`src/rtl/if_stage_pkg.sv`:
```
// Shared encodings for the fetch stage: next-PC selects, FSM states, NOP bubble.
// No logic, constants only.
// Imported by if_stage and pc_target_calc.
package if_stage_pkg;

    localparam logic [1:0] PC_NEXT   = 2'd0;
    localparam logic [1:0] PC_JUMP   = 2'd1;
    localparam logic [1:0] PC_BRANCH = 2'd2;
    localparam logic [1:0] PC_JR     = 2'd3;

    localparam logic [1:0] ST_REQ  = 2'd0;
    localparam logic [1:0] ST_HOLD = 2'd1;
    localparam logic [1:0] ST_DROP = 2'd2;

    localparam logic [31:0] INST_NOP = 32'h0000_0000;

endpackage

```
`src/rtl/if_stage_pc_target_calc.sv`:
```
// Redirect target for the instruction sitting in ID (branch, jump, jump-register).
// Purely combinational, zero latency.
// No flow control; the result is consumed only when the controller redirects.
module pc_target_calc
    import if_stage_pkg::*;
(
    input  logic [31:0] inst_id,
    input  logic [31:0] pc_id,
    input  logic [31:0] rs_data_id,
    input  logic [1:0]  pc_src,
    output logic [31:0] target
);

    logic [31:0] pc_plus4;
    logic [31:0] br_off;

    assign pc_plus4 = pc_id + 32'd4;
    assign br_off   = {{14{inst_id[15]}}, inst_id[15:0], 2'b00};

    always_comb begin
        target = pc_plus4;
        case (pc_src)
            PC_BRANCH: target = pc_plus4 + br_off;
            PC_JUMP:   target = {pc_plus4[31:28], inst_id[25:0], 2'b00};
            PC_JR:     target = {rs_data_id[31:2], 2'b00};
            default:   target = pc_plus4;
        endcase
    end

endmodule

```
`src/rtl/if_stage.sv`:
```
// Instruction fetch: owns the PC, drives the req/ack imem port, loads IF/ID.
// Zero-wait memory yields one instruction per cycle; redirect target requested next cycle.
// if_en=0 stalls PC and IF/ID; a late ack parks data in hold_inst until the stall lifts.
module if_stage
    import if_stage_pkg::*;
#(
    parameter logic [31:0] RESET_PC = 32'h0000_0000
) (
    input  logic        clk,
    input  logic        rst,
    input  logic        if_rst,
    input  logic        if_en,
    input  logic [1:0]  pc_src,
    input  logic [31:0] rs_data_id,
    output logic        inst_ren,
    output logic [31:0] inst_addr,
    input  logic        inst_ack,
    input  logic [31:0] inst_data,
    output logic [31:0] inst_id,
    output logic [31:0] pc_id,
    output logic        id_valid,
    output logic        if_valid
);

    logic [1:0]  state;
    logic [31:0] pc;
    logic [31:0] pend_pc;
    logic [31:0] hold_inst;
    logic [31:0] target;
    logic        redirect;

    pc_target_calc u_pc_target_calc (
        .inst_id    (inst_id),
        .pc_id      (pc_id),
        .rs_data_id (rs_data_id),
        .pc_src     (pc_src),
        .target     (target)
    );

    assign redirect  = if_en & id_valid & (pc_src != PC_NEXT);
    assign inst_ren  = (state != ST_HOLD);
    assign inst_addr = pc;
    assign if_valid  = (state != ST_DROP);

    always_ff @(posedge clk) begin
        if (rst || if_rst) begin
            state     <= ST_REQ;
            pc        <= RESET_PC;
            pend_pc   <= '0;
            hold_inst <= '0;
            inst_id   <= INST_NOP;
            pc_id     <= '0;
            id_valid  <= 1'b0;
        end else begin
            case (state)
                ST_REQ: begin
                    if (inst_ack) begin
                        if (redirect) begin
                            pc       <= target;
                            inst_id  <= INST_NOP;
                            pc_id    <= '0;
                            id_valid <= 1'b0;
                        end else if (if_en) begin
                            inst_id  <= inst_data;
                            pc_id    <= pc;
                            id_valid <= 1'b1;
                            pc       <= pc + 32'd4;
                        end else begin
                            hold_inst <= inst_data;
                            state     <= ST_HOLD;
                        end
                    end else if (redirect) begin
                        // The request is still in flight, so the address must not move
                        // until it completes; remember where to go afterwards.
                        pend_pc  <= target;
                        inst_id  <= INST_NOP;
                        pc_id    <= '0;
                        id_valid <= 1'b0;
                        state    <= ST_DROP;
                    end else if (if_en) begin
                        inst_id  <= INST_NOP;
                        pc_id    <= '0;
                        id_valid <= 1'b0;
                    end
                end
                ST_HOLD: begin
                    if (redirect) begin
                        pc       <= target;
                        inst_id  <= INST_NOP;
                        pc_id    <= '0;
                        id_valid <= 1'b0;
                        state    <= ST_REQ;
                    end else if (if_en) begin
                        inst_id  <= hold_inst;
                        pc_id    <= pc;
                        id_valid <= 1'b1;
                        pc       <= pc + 32'd4;
                        state    <= ST_REQ;
                    end
                end
                ST_DROP: begin
                    if (if_en) begin
                        inst_id  <= INST_NOP;
                        pc_id    <= '0;
                        id_valid <= 1'b0;
                    end
                    if (inst_ack) begin
                        pc    <= pend_pc;
                        state <= ST_REQ;
                    end
                end
                default: state <= ST_REQ;
            endcase
        end
    end

endmodule

```
`config.mk`:
```
export PLATFORM = sky130hd
export DESIGN_NAME = if_stage
export DESIGN_NICKNAME = d
export VERILOG_FILES = /design/src/rtl/if_stage_pkg.sv /design/src/rtl/if_stage_pc_target_calc.sv /design/src/rtl/if_stage.sv
export SDC_FILE = /design/constraint.sdc
export NUM_CORES = 1
export LEC_CHECK = 0
export BUFFER_PORTS_ARGS = -buffer_cell sky130_fd_sc_hd__buf_2
export CORE_MARGIN = 2
export CORE_UTILIZATION = 45
export CTS_BUF_LIST = sky130_fd_sc_hd__clkbuf_4 sky130_fd_sc_hd__clkbuf_8
export DETAILED_ROUTE_END_ITERATION = 12
export GPL_ROUTABILITY_DRIVEN = 0
export GPL_TIMING_DRIVEN = 0
export PLACE_DENSITY = 0.72
export SLEW_MARGIN = 20
export SYNTH_ARGS = -nofsm -noshare
export SYNTH_HDL_FRONTEND = slang
export SYNTH_HIERARCHICAL = 1
export SYNTH_SLANG_ARGS = --single-unit
```
`constraint.sdc`:
```
create_clock -name clk -period 9.9 [get_ports clk]
set_input_delay 0.99 -clock clk [delete_from_list [all_inputs] [get_ports clk]]
set_output_delay 0.99 -clock clk [all_outputs]
set_load 0.02 [all_outputs]
```
==> results.json <==
{
  "run_status": "finished, final reports clean",
  "hpwl_mm": 26.4,
  "diodes": 0,
  "p_int_uw": 983,
  "tns_ps": 0,
  "setup_violations": 0,
  "grt_max_degree": 20,
  "io_buffers": 167,
  "antenna_found_initial": 0,
  "drv_slew": 0,
  "cp-startpoint": "pc_id[5]",
  "p_per_area_nw_per_um2": 121,
  "cts_buffers": 17,
  "path_max_fanout": 5,
  "grt_usage_pct": 28.4,
  "die_h_um": 153,
  "rr_endpoint": "inst_addr[29]",
  "postCtsSetupBuffers": 0,
  "crit_required_ps": 10330,
  "die_area_um2": 23300,
  "clk-insertion-delay-late_ps": 480,
  "leakage_uw": 0.00470,
  "layout_min_cycle_time_ps": 5110,
  "rsz0062_at_grt": "false",
  "path_buf_inv": 0,
  "vias_per_cell": 6.02,
  "critPathKind": "reg2reg",
  "crit_path_end": "inst_addr[29]",
  "synth_ff_type": "dfxtp_1",
  "dr.pass1.iters": 6,
  "worst_slack_ps": 4790,
  "ctsLongestPathBuffers": 2,
  "reg2reg_slack_ps": 4790,
  "place_area_um2": 11100,
  "dpl.cell_count": 1684,
  "nets": 1535,
  "num_vias": 10322,
  "ant_nets": 0,
  "rows": 54,
  "synthCells": 1237,
  "syn_to_final_growth_pct": 16.2,
  "clk_pin_slew_ps": 100,
  "cts_root_buf": "clkbuf_8",
  "crit_path_end_kind": "flip-flop",
  "path_delay_family": "simple AND/OR/NAND/NOR gates",
  "drc_errors": 0,
  "syn_area_per_cell_um2": 8.04,
  "ir_drop_v": 0.0000743,
  "max-cap-violations": 0,
  "reg2reg_from": "pc_id[5]",
  "grt_overflow": 0,
  "p_comb_share_pct": 13.9,
  "yosysUniqueCellTypes": 68,
  "synth_seq_cells": 163,
  "start_util_pct": 45.7,
  "cts_resized": 0,
  "clkSinkCount": 163,
  "first_global_vias": 9484,
  "chipWidth_um": 153,
  "startpoint_type": "flip-flop",
  "syn_area_um2": 9940,
  "wl_per_cell_um": 19.8,
  "reg2reg_depth": 19,
  "syn-num-nets": 1349,
  "cp.arrival_ps": 5540,
  "drt-total-wl_mm": 34.0,
  "layoutNonFillerInstCount": 1716,
  "swShare_pct": 29.6,
  "yosys_warnings": 6,
  "cp_slowest_cell": "nor2b_1",
  "crit_top_cell": "and3_1",
  "holdCritPathClass": "reg2reg",
  "htree_levels": 4,
  "fin_crit_sh_pct": 51.7,
  "drtIter0Drc": 1170,
  "ys_seq_area_share_pct": 32.8,
  "dp_slack_ps": 4950,
  "ctsHoldBuffers": 0,
  "synth_edf_count": 0,
  "power.share.sequential_pct": 48.6,
  "tightest_slew_ps": 922,
  "worst_clock_skew_ps": 21.8,
  "cts_tree": "built",
  "crit_cells": 19,
  "layout-drive-gt1-share_pct": 18.5,
  "crit_chain": "and3_1 -> and2_1 -> and3_1 -> and2_1 -> nor2b_1 -> xor2_1 -> ha_1 -> and3_1 -> a221o_1 -> a31oi_1 -> o31ai_1 -> nor2_1 -> o21ai_0 -> and3_1 -> nor3_1 -> o21ai_0 -> nand2_1 -> o31a_1 -> o221a_2",
  "final_util_pct": 53.1,
  "pwr-share-clk_pct": 37.5,
  "fmax_mhz": 196,
  "ios": 170,
  "async_reset_ff_share_pct": 0,
  "stdcell_area_um2": 11500,
  "relSlewSlack_pct": 38.5,
  "cpPeakStageDelay_ps": 520,
  "grt_pass1_wl_mm": 52.9,
  "hold_violations": 0,
  "switchingPower_uw": 414,
  "coreArea_um2": 21800
}
[kinds of logic after synthesis]
family | Yosys count | synth area share [%]
flip-flops | 163 | 32.8
multiplexers | 34 | 6.45
AO/OA/AOI/OAI | 382 | 25.1
XOR/XNOR | 61 | 5.38
AND/OR/NAND/NOR | 444 | 20.4
adder cells (fa/ha/maj) | 41 | 5.24
buffers and inverters | 112 | 4.54
[final cells by class]
type	instances	area (um^2)
Timing Repair Buffer	167	836
Buffer	90	369
Multi-Input combinational cell	962	6220
Inverter	22	82.6
Tap cell	280	350
Fill cell	2102	10200
Clock inverter	12	145
Clock buffer	20	275
Sequential cell	163	3260
[cells in the final DEF (no fill, tap or decap), drive strengths merged, types with 25 or more instances in the layout]
cell    instances
a21oi         127
clkbuf         90
dfxtp         163
nor2          106
o21ai          58
a22o           34
inv            25
xnor2          42
ha             40
a22oi          64
buf           187
nand2         200
nand3          35
[synthesized netlist by cell type, drive strengths merged, types with 16 or more instances]
cell type	n	area, um^2
a21oi	127	636
a22o	34	298
a22oi	64	480
and3	16	100
buf	20	105
clkbuf	70	264
dfxtp	163	3260
ha	40	500
inv	22	82.6
mux4	24	541
nand2	200	751
nand3	35	185
nor2	106	398
nor3	18	100
o21ai	58	294
xnor2	42	368
xor2	19	166
[metal layers]
| layer | global-route usage [%] | vias to the layer above | wire length (um) |
|---|---|---|---|
| met5 | 0 | - | 0 |
| met4 | 13.7 | 0 | 1530 |
| met3 | 3.78 | 108 | 2510 |
| met2 | 45.2 | 557 | 15300 |
| met1 | 38.3 | 4790 | 14600 |
| li1 | - | 4867 | - |
[worst register-to-register path, cell delays in order, from the launching register on]
cell and delay, ps:
dfxtp_1 450, and3_1 210, and2_1 210, and3_1 220
and2_1 230, nor2b_1 520, xor2_1 360, ha_1 310
and3_1 220, a221o_1 320, a31oi_1 400, o31ai_1 210
nor2_1 190, o21ai_0 140, and3_1 210, nor3_1 310
o21ai_0 160, nand2_1 110, o31a_1 130, o221a_2 180
[power by group through the flow]
stage	clock network, uW	registers, uW	logic [uW]
floorplan	0	698	115
global placement	0	694	189
detailed placement	0	694	190
CTS	528	678	191
global route	555	680	210
finish	524	679	194
[sequential cells by signal, indices dropped and copies added (netlist names)]
signal and cells:
inst_id 32, pc_id 32, pend_pc 32, id_valid 1
hold_inst 32, inst_addr 32, state 2
[worst min path at each step]
| stage | start | endpoint | slack [ps] | cells after the start |
|---|---|---|---|---|
| 2_1_floorplan | pend_pc[11] | pend_pc[11] | 430 | 2 |
| 3_3_place_gp | pend_pc[28] | pend_pc[28] | 440 | 2 |
| 3_5_place_dp | pend_pc[28] | pend_pc[28] | 440 | 2 |
| 4_1_cts | pend_pc[28] | pend_pc[28] | 460 | 2 |
| 5_1_grt | hold_inst[1] | hold_inst[1] | 480 | 2 |
| 6_report | pend_pc[28] | pend_pc[28] | 460 | 2 |
[stage by stage]
stage / total power [uW] / hold slack (ps)
finish: 1400 / 458
CTS: 1400 / 456
detailed placement: 884 / 444
global route: 1450 / 477
floorplan: 813 / 431
global placement: 882 / 438
(Power assumes the default switching activity.)
